--- config.mk ---
export PLATFORM = sky130hd
export DESIGN_NAME = bus_transfer_sequencer
export DESIGN_NICKNAME = d
export VERILOG_FILES = /design/src/rtl/bus_transfer_sequencer.sv
export SDC_FILE = /design/constraint.sdc
export NUM_CORES = 1
export LEC_CHECK = 0
export CAP_MARGIN = 20
export CORE_MARGIN = 1.5
export CORE_UTILIZATION = 52
export DETAILED_ROUTE_END_ITERATION = 8
export PLACE_DENSITY = 0.79
export SYNTH_ARGS = -nofsm -noshare
export SYNTH_HDL_FRONTEND = slang
export SYNTH_SLANG_ARGS = --single-unit
export TNS_END_PERCENT = 30
--- constraint.sdc ---
create_clock -name clk -period 2.7 [get_ports clk]
set_input_delay 0.54 -clock clk [delete_from_list [all_inputs] [get_ports clk]]
set_output_delay 0.54 -clock clk [all_outputs]
set_load 0.02 [all_outputs]
--- src/rtl/bus_transfer_sequencer.sv ---
// Command FIFO plus sequencer that steers a 32:1 bus mux and pulses one destination load.
// Define BUS_SETTLE_EN to insert a bus-settle (DRIVE) cycle ahead of every load.
module bus_transfer_sequencer (
  input  logic        clk,
  input  logic        clr,
  input  logic        req_valid,
  output logic        req_ready,
  input  logic [4:0]  req_src,
  input  logic [4:0]  req_dst,
  output logic [4:0]  bus_sel,
  output logic [31:0] dst_ld,
  output logic        busy,
  output logic        src_err,
  output logic [2:0]  fifo_count
);

`ifdef BUS_SETTLE_EN
  typedef enum logic [1:0] {S_IDLE, S_DRIVE, S_LOAD} state_t;
`else
  typedef enum logic [0:0] {S_IDLE, S_LOAD} state_t;
`endif

  localparam logic [4:0] SEL_IDLE = 5'd31;
  localparam logic [4:0] SRC_MAX  = 5'd23;

  state_t      r_state, w_state_nxt;
  logic [4:0]  r_fifo_src [4];
  logic [4:0]  r_fifo_dst [4];
  logic [1:0]  r_wptr, r_rptr;
  logic [2:0]  r_count;
  logic [4:0]  r_bus_sel, w_sel_nxt;
  logic [31:0] r_dst_ld, w_ld_nxt;
  logic        r_src_err, w_err_nxt;
  logic        w_push, w_pop;
  logic [4:0]  w_head_src, w_head_dst;
`ifdef BUS_SETTLE_EN
  logic [4:0]  r_dst, w_dst_nxt;
`endif

  assign req_ready  = (r_count != 3'd4);
  assign w_push     = req_valid && req_ready;
  assign w_head_src = r_fifo_src[r_rptr];
  assign w_head_dst = r_fifo_dst[r_rptr];

  always_comb begin
    w_state_nxt = r_state;
    w_sel_nxt   = r_bus_sel;
    w_ld_nxt    = r_dst_ld;
    w_err_nxt   = 1'b0;
    w_pop       = 1'b0;
`ifdef BUS_SETTLE_EN
    w_dst_nxt   = r_dst;
    if (r_state == S_DRIVE) begin
      w_state_nxt = S_LOAD;
      w_ld_nxt    = 32'd1 << r_dst;
    end else
`endif
    if (r_count != 3'd0) begin
      // IDLE and LOAD both pop the head; LOAD chains straight into the next transfer
      w_pop = 1'b1;
      if (w_head_src <= SRC_MAX) begin
        w_sel_nxt = w_head_src;
`ifdef BUS_SETTLE_EN
        w_state_nxt = S_DRIVE;
        w_ld_nxt    = '0;
        w_dst_nxt   = w_head_dst;
`else
        w_state_nxt = S_LOAD;
        w_ld_nxt    = 32'd1 << w_head_dst;
`endif
      end else begin
        w_state_nxt = S_IDLE;
        w_sel_nxt   = SEL_IDLE;
        w_ld_nxt    = '0;
        w_err_nxt   = 1'b1;
      end
    end else begin
      w_state_nxt = S_IDLE;
      w_sel_nxt   = SEL_IDLE;
      w_ld_nxt    = '0;
    end
  end

  always_ff @(posedge clk or posedge clr) begin
    if (clr) begin
      r_state   <= S_IDLE;
      r_bus_sel <= SEL_IDLE;
      r_dst_ld  <= '0;
      r_src_err <= 1'b0;
      r_wptr    <= '0;
      r_rptr    <= '0;
      r_count   <= '0;
`ifdef BUS_SETTLE_EN
      r_dst     <= '0;
`endif
    end else begin
      r_state   <= w_state_nxt;
      r_bus_sel <= w_sel_nxt;
      r_dst_ld  <= w_ld_nxt;
      r_src_err <= w_err_nxt;
`ifdef BUS_SETTLE_EN
      r_dst     <= w_dst_nxt;
`endif
      if (w_push) r_wptr <= r_wptr + 2'd1;
      if (w_pop)  r_rptr <= r_rptr + 2'd1;
      case ({w_push, w_pop})
        2'b10:   r_count <= r_count + 3'd1;
        2'b01:   r_count <= r_count - 3'd1;
        default: r_count <= r_count;
      endcase
    end
  end

  always_ff @(posedge clk) begin
    if (w_push) begin
      r_fifo_src[r_wptr] <= req_src;
      r_fifo_dst[r_wptr] <= req_dst;
    end
  end

  assign bus_sel    = r_bus_sel;
  assign dst_ld     = r_dst_ld;
  assign src_err    = r_src_err;
  assign fifo_count = r_count;
  assign busy       = (r_count != 3'd0) || (r_state != S_IDLE);

endmodule

== Word level (Yosys, flattened, before mapping) ==
Memories as Yosys holds them, arrays and structs flattened.
Index checks and enable logic that the tools add are counted.
W data, S select, Z words.

* Bits in registers: 46
* Bits in writable memories: 40
* Input port bits: 13
* Word-level logic and storage cells: 34
* Memories kept: 2

* Add/subtract/negate cells: 4
* Magnitude comparators: 1
* Eq/ne operators: 3
* Shift-type cells: 1
* Mux-type cells: 12
* Reduce and logical (&&, ||, !) cells: 4

{| class="wikitable"
|+ Memory list
! memory !! words !! width !! rd ports !! clocked after Yosys merged registers in !! write ports !! RTL line !! text
|-
| r_fifo_dst || 4 || 5 || 1 || 0 || 1 || 28 || <nowiki>logic [4:0] r_fifo_dst [4];</nowiki>
|-
| r_fifo_src || 4 || 5 || 1 || 0 || 1 || 27 || <nowiki>logic [4:0] r_fifo_src [4];</nowiki>
|}

{| class="wikitable"
|+ Operators by type and width
! kind !! count
|-
| $mux W32 || 2
|-
| $shl A1 B5 Y32 const A || 1
|-
| $mux W5 || 2
|-
| $mux W1 || 7
|-
| $pmux W3 S2 || 1
|-
| $le A5 B5 Y1 const B || 1
|-
| $add A2 B1 Y2 const B || 2
|-
| $add A3 B1 Y3 const B || 1
|-
| $ne A3 B3 Y1 const B || 1
|-
| $reduce_bool A3 Y1 || 1
|-
| $sub A3 B1 Y3 const B || 1
|-
| $eq A2 B1 Y1 const B || 1
|-
| $eq A2 B2 Y1 const B || 1
|-
| $reduce_bool A2 Y1 || 1
|-
| $logic_and A1 B1 Y1 || 1
|-
| $logic_or A1 B1 Y1 || 1
|}

== Longest topological paths before layout ==
Gate-level depths: netlist of run 1.

* Depth after elaboration: 4
* Gate-level depth with buffers: 9
* Depth with buffers taken out: 9

== Worst setup path after synthesis of run 1 ==
Ideal clock, no wire load.

* Path kind: register to register
* Start point: register r_count[1] (netlist: fifo_count[1])
* End point: register r_count[2] (netlist: fifo_count[2])
* Library setup time: 80 ps
* Arrival: 2248 ps
* Setup slack: 373 ps
* Cell stages (with the launch flop): 10
* Buffers on the path: 0
* Period minus slack after synthesis: 2327 ps
* Path through: dfrtp_1 > or3b_1 > and2_1 > inv_1 > ha_1 > inv_1 > fa_1 > xor2_1 > nor2_1 > xor2_1

* Cells in the longest elaborated chain, start to end: 4
* Elaborated cells between the ends (all ways): 10
* Classes of those cells: 2 x add/sub; 3 x eq/ne; 2 x mux; 3 x reduce/logical

{| class="wikitable"
|+ Ends and longest elaborated chain
! item !! RTL line !! text
|-
| start, declared || 30 || <nowiki>logic [2:0] r_count;</nowiki>
|-
| start signal, assigned || 107 || <nowiki>2'b10: r_count <= r_count + 3'd1;</nowiki>
|-
| start signal, assigned || 108 || <nowiki>2'b01: r_count <= r_count - 3'd1;</nowiki>
|-
| start signal, assigned || 109 || <nowiki>default: r_count <= r_count;</nowiki>
|-
| $ne A3 B3 Y1 * || 40 || <nowiki>assign req_ready = (r_count != 3'd4);</nowiki>
|-
| via req_ready || 7 || <nowiki>output logic req_ready,</nowiki>
|-
| $logic_and A1 B1 Y1 * || 41 || <nowiki>assign w_push = req_valid && req_ready;</nowiki>
|-
| $eq A2 B1 Y1 / $eq A2 B2 Y1 (equally long branches) || 106 || <nowiki>case ({w_push, w_pop})</nowiki>
|-
| $pmux W3 S2 / $reduce_bool A2 Y1 (equally long branches) || - ||
|}

The timed path passes the listed nets; every way through them passes the cells marked *.
A chain may end at the register's enable or synchronous reset.

== Worst setup path in the final report of run 1 ==
* Start point: register r_count[1] (netlist: fifo_count[1])
* End point: output busy

* Cells in the longest elaborated chain, start to end: 2

{| class="wikitable"
|+ Ends and longest elaborated chain
! item !! RTL line !! text
|-
| $reduce_bool A3 Y1 || 125 || <nowiki>assign busy = (r_count != 3'd0) || (r_state != S_IDLE);</nowiki>
|-
| $logic_or A1 B1 Y1 || 125 ||
|-
| end, declared || 12 || <nowiki>output logic busy,</nowiki>
|}

No other way between the ends.

==> results of run 1 <==
[registers in the layout, summed over array words and instances (netlist names)]
name,cells
dst_ld,32
r_fifo_dst,20
r_state,1
bus_sel,5
r_wptr,2
fifo_count,3
r_fifo_src,20
src_err,1
r_rptr,2
[final cells by class]
cell class | count | share of cell area (%)
well taps | 75 | 2.28
multi-input cells | 87 | 19.9
inverters | 8 | 0.730
flip-flops and latches | 86 | 57.3
clock inverters | 3 | 1.58
clock buffers | 13 | 4.13
repair buffers | 59 | 14.1
[metal layers]
metal  vias up  part of all wire [%]  wire length [um]  global-route usage (%)
met5         -                     0                 0                       0
met4         0                   3.0               162                    11.7
met3        15                   4.7               251                    3.89
met2        57                    50              2640                    28.9
met1       867                    43              2270                    23.0
li1        819                     -                 -                       -
[cells in the mapped netlist]
library cell and number:
sky130_fd_sc_hd__a211o_1 2, sky130_fd_sc_hd__and2_1 2, sky130_fd_sc_hd__and3_1 5, sky130_fd_sc_hd__buf_2 2, sky130_fd_sc_hd__buf_6 1, sky130_fd_sc_hd__clkbuf_1 4, sky130_fd_sc_hd__dfrtp_1 41, sky130_fd_sc_hd__dfstp_2 5
sky130_fd_sc_hd__edfxtp_1 40, sky130_fd_sc_hd__fa_1 1, sky130_fd_sc_hd__ha_1 5, sky130_fd_sc_hd__inv_1 8, sky130_fd_sc_hd__mux2_2 1, sky130_fd_sc_hd__mux2i_1 1, sky130_fd_sc_hd__mux4_1 7, sky130_fd_sc_hd__mux4_2 3
sky130_fd_sc_hd__nand2_1 3, sky130_fd_sc_hd__nand2b_1 3, sky130_fd_sc_hd__nand4_1 1, sky130_fd_sc_hd__nand4bb_1 2, sky130_fd_sc_hd__nor2_1 8, sky130_fd_sc_hd__nor3_1 18, sky130_fd_sc_hd__nor3_2 7, sky130_fd_sc_hd__nor4_1 2
sky130_fd_sc_hd__or2_2 2, sky130_fd_sc_hd__or2b_1 1, sky130_fd_sc_hd__or3_1 3, sky130_fd_sc_hd__or3b_1 1, sky130_fd_sc_hd__or4_4 1, sky130_fd_sc_hd__or4b_4 2, sky130_fd_sc_hd__xnor2_1 4, sky130_fd_sc_hd__xor2_1 2
[per-stage QoR]
| step | util [%] | cells |
|---|---|---|
| 2_1_floorplan | - | 188 |
| 3_3_place_gp | 65.1 | 315 |
| 3_5_place_dp | 65.1 | 315 |
| 4_1_cts | 69.1 | 331 |
| 5_1_grt | 69.1 | 331 |
| 6_report | 69.1 | 331 |
[how the worst max path moves through the flow]
stage | start | endpoint | slack, ns
2_1_floorplan | fifo_count[1] | fifo_count[2] | 0.37
3_3_place_gp | req_valid | fifo_count[2] | 0.40
3_5_place_dp | req_valid | fifo_count[2] | 0.34
4_1_cts | fifo_count[1] | busy | 0.25
5_1_grt | fifo_count[1] | busy | 0.21
6_report | fifo_count[1] | busy | 0.28
[cell families after synthesis]
group                    Yosys count  share of synthesized area, %
adder cells (fa/ha/maj)            6                          2.55
AND/OR/NAND/NOR                   61                          12.1
flip-flops                        86                          72.8
AO/OA/AOI/OAI                      2                         0.540
multiplexers                      12                          8.41
buffers and inverters             15                          2.05
XOR/XNOR                           6                          1.62
[where the power goes]
part / internal (mW) / leakage, nW / switching, mW / total, mW
logic: 0.734 / 0.538 / 0.949 / 1.68
registers: 1.72 / 0.969 / 0.158 / 1.88
clock network: 0.602 / 0.119 / 0.417 / 1.02
total: 3.05 / 1.63 / 1.53 / 4.58
==> results by stage, run 1 <==
Critical path:
- The logic depth of the worst path, buffers included is 3.
- Counting cells, the worst reg-to-reg path comes to 9.
- STA classifies the critical path endpoint as a primary output.
- The signal on the critical path passes through nor3_1 > nand2b_1 > clkdlybuf4s50_1.
- Data on the critical path arrives at its endpoint at 1.88 ns.
- The cell with the biggest individual delay on the critical path is sky130_fd_sc_hd__clkdlybuf4s50_1.
- The endpoint of the lowest-slack register-to-register path is fifo_count[2].
- The startpoint identified for the worst register-to-register timing path is fifo_count[0].
- The maximum fanout along the worst path is 4.
- On the critical path the largest part of the delay comes from simple AND/OR/NAND/NOR gates.
- In this run the register-to-register setup slack is 0.45 ns.
- The setup path with the least slack is of type reg -> out.
- Counting both buffers and inverters, the worst setup path holds a total of 1.
- At the worst endpoint, the required time is 2.16 ns.
- STA classifies the critical path startpoint as a register.
- The delay contributed by the slowest stage of the critical path is 0.55 ns.

GRT:
- The number of global-route vias before repair was 1,713.
- Global routing used 18.3% of the available tracks across all layers.
- The number of antenna violations at the first check in global routing is 0.
- The global-route wire length before repair is 8560 um.
- The overall overflow remaining after global route is 0.
- The pin count of the biggest net entering global routing is 47.

Route:
- The total routed wirelength is 5330 um.
- The first detailed-routing pass ran for 4 iterations.
- The count of routing violations after the opening detailed-route iteration is 127.
- For this run, design rule violations remaining after detail routing come to 0.
- The remaining antenna violation count after routing is 0.
- After detailed routing, the number of vias per cell comes to 5.31.
- Dividing the detail-routed wire length by the instance count gives 16.1 um.
- For this block, the via count after detailed routing is 1,758.

Run status:
- The flow ran to the end, and the final reports show no timing, DRC or antenna violations.

Min path:
- In this run the most critical hold path is launched from fifo_count[2].
- The cell depth of the worst min-delay path is 1.
- The min-delay analysis places its worst path in the category reg -> reg.
- The path with the worst hold slack has its endpoint at fifo_count[2].

Synth:
- The sequential share of the synthesized area is 72.8%.
- The cell area after synthesis is 0.00324 mm^2.
- The number of unique standard cell types used by synthesis is 32.
- The per-instance average area after synthesis is 17.2 um^2.
- The cell count after synthesis came out at 188.
- Sorting the synthesized cells by area gives the leading types as sky130_fd_sc_hd__edfxtp_1 37%, sky130_fd_sc_hd__dfrtp_1 32%, sky130_fd_sc_hd__mux4_1 5.7%.
- Summed over its instances, the top area cell type makes up 37.1% of the synthesized netlist area.
- sky130_fd_sc_hd__edfxtp_1 takes more of the synthesized area than any other cell.
- Synthesis inferred 86 register bits.
- The number of nets in the synthesized netlist is 207.
- During synthesis, Yosys emitted a total of 0 warnings.

Cells and area:
- In the layout the commonest cells are 55 x sky130_fd_sc_hd__clkdlybuf4s50_1, 41 x sky130_fd_sc_hd__dfrtp_1, 40 x sky130_fd_sc_hd__edfxtp_1.
- In the final layout, the multi-input gates occupy 817 um^2.
- Leaving out fill and tap cells, the most frequent cell in the layout is sky130_fd_sc_hd__clkdlybuf4s50_1.
- The share of final-layout standard cells stronger than drive strength 1 is 15.2%.
- The number of nets in the layout is 270.
- 0 antenna diodes ended up in the layout.
- From synthesis to final layout, the design area changed by 26.9%.
- The number of filler instances in the final layout is 438.
- The area of all placed cells without fillers is 0.00412 mm^2.
- The sequential cells in the finished layout cover a total of 0.00236 mm^2.

STA:
- The tightest hold path in the finished design has a slack of 0.522 ns.
- Setup repair after global routing left no endpoint under its margin.
- The worst path meets setup with 0.278 ns of slack.
- The number of max-slew violations in the final report is 0.
- Summed over all failing endpoints, the final setup total negative slack is 0 ns.
- The share of the clock period used by the worst path after layout is 89.7%.
- Clock skew on the completed layout was measured at 0.00764 ns.
- The slew at the pin closest to its max-slew limit is 0.589 ns.
- The count of endpoints failing hold in the final timing report was 0.
- The shortest clock period the worst path allows after layout is 2.42 ns.
- The relative slew slack is 60.8%.
- The count of final setup violators is 0.
- The fmax is 0.413 GHz.

Floorplan:
- The die outline height is 82.0 um.
- The die outline width is 82.0 um.
- The floorplan step defined a core boundary enclosing 0.00596 mm^2.
- The starting density of the core is 54.4%.
- The die covers 0.00672 mm^2.
- During I/O placement, the number of pins put on the boundary was 56.
- Row generation in the floorplan step produced 28 rows.

Clock network:
- Clock tree synthesis found a total of 86 sinks.
- The buffers inserted during post-CTS setup optimization is 0.
- The TritonCTS clock tree is yes.
- The cell sitting at the root of the clock tree is a sky130_fd_sc_hd__clkbuf_8.
- The number of gates resized after CTS was 0.
- The number of clock buffers added by TritonCTS is 9.
- The count of hold buffers inserted by post-cts repair is 0.
- The later pin in the worst-skew pair is clocked with a latency of 0.34 ns.
- The number of buffers on the longest clock path is 2.
- The H-tree was split into 3 levels.
- The clock-pin slew reported for the worst setup and hold paths after clock tree synthesis is 0.07 ns.

Place:
- Input and output buffers added on the ports amount to 55.
- In this run the cell area measured after placement is 0.00388 mm^2.
- The worst setup timing slack at the placement stage is 0.338 ns.
- At the end of routability-driven placement, the weighted congestion stood at 0.769.
- The placed wire-length estimate is 3700 um.

Job:
- The number of maximum-capacitance constraint violations is 0.

Pwr:
- The worst-case IR drop observed on VDD is 531 uV.
- For this design the ratio of total power to cell area is 1110 mW/mm^2.
- The leakage power of the design is 1.63 nW.
- Total power for the finished layout comes to 4.58 mW.
Power figures use the tool's default switching activity.
==> inputs of run 2 (changes only) <==
TNS_END_PERCENT = 50   (was 30)
==> results of run 2 <==
Final layout, timing and power as in run 1 (identical DEF).
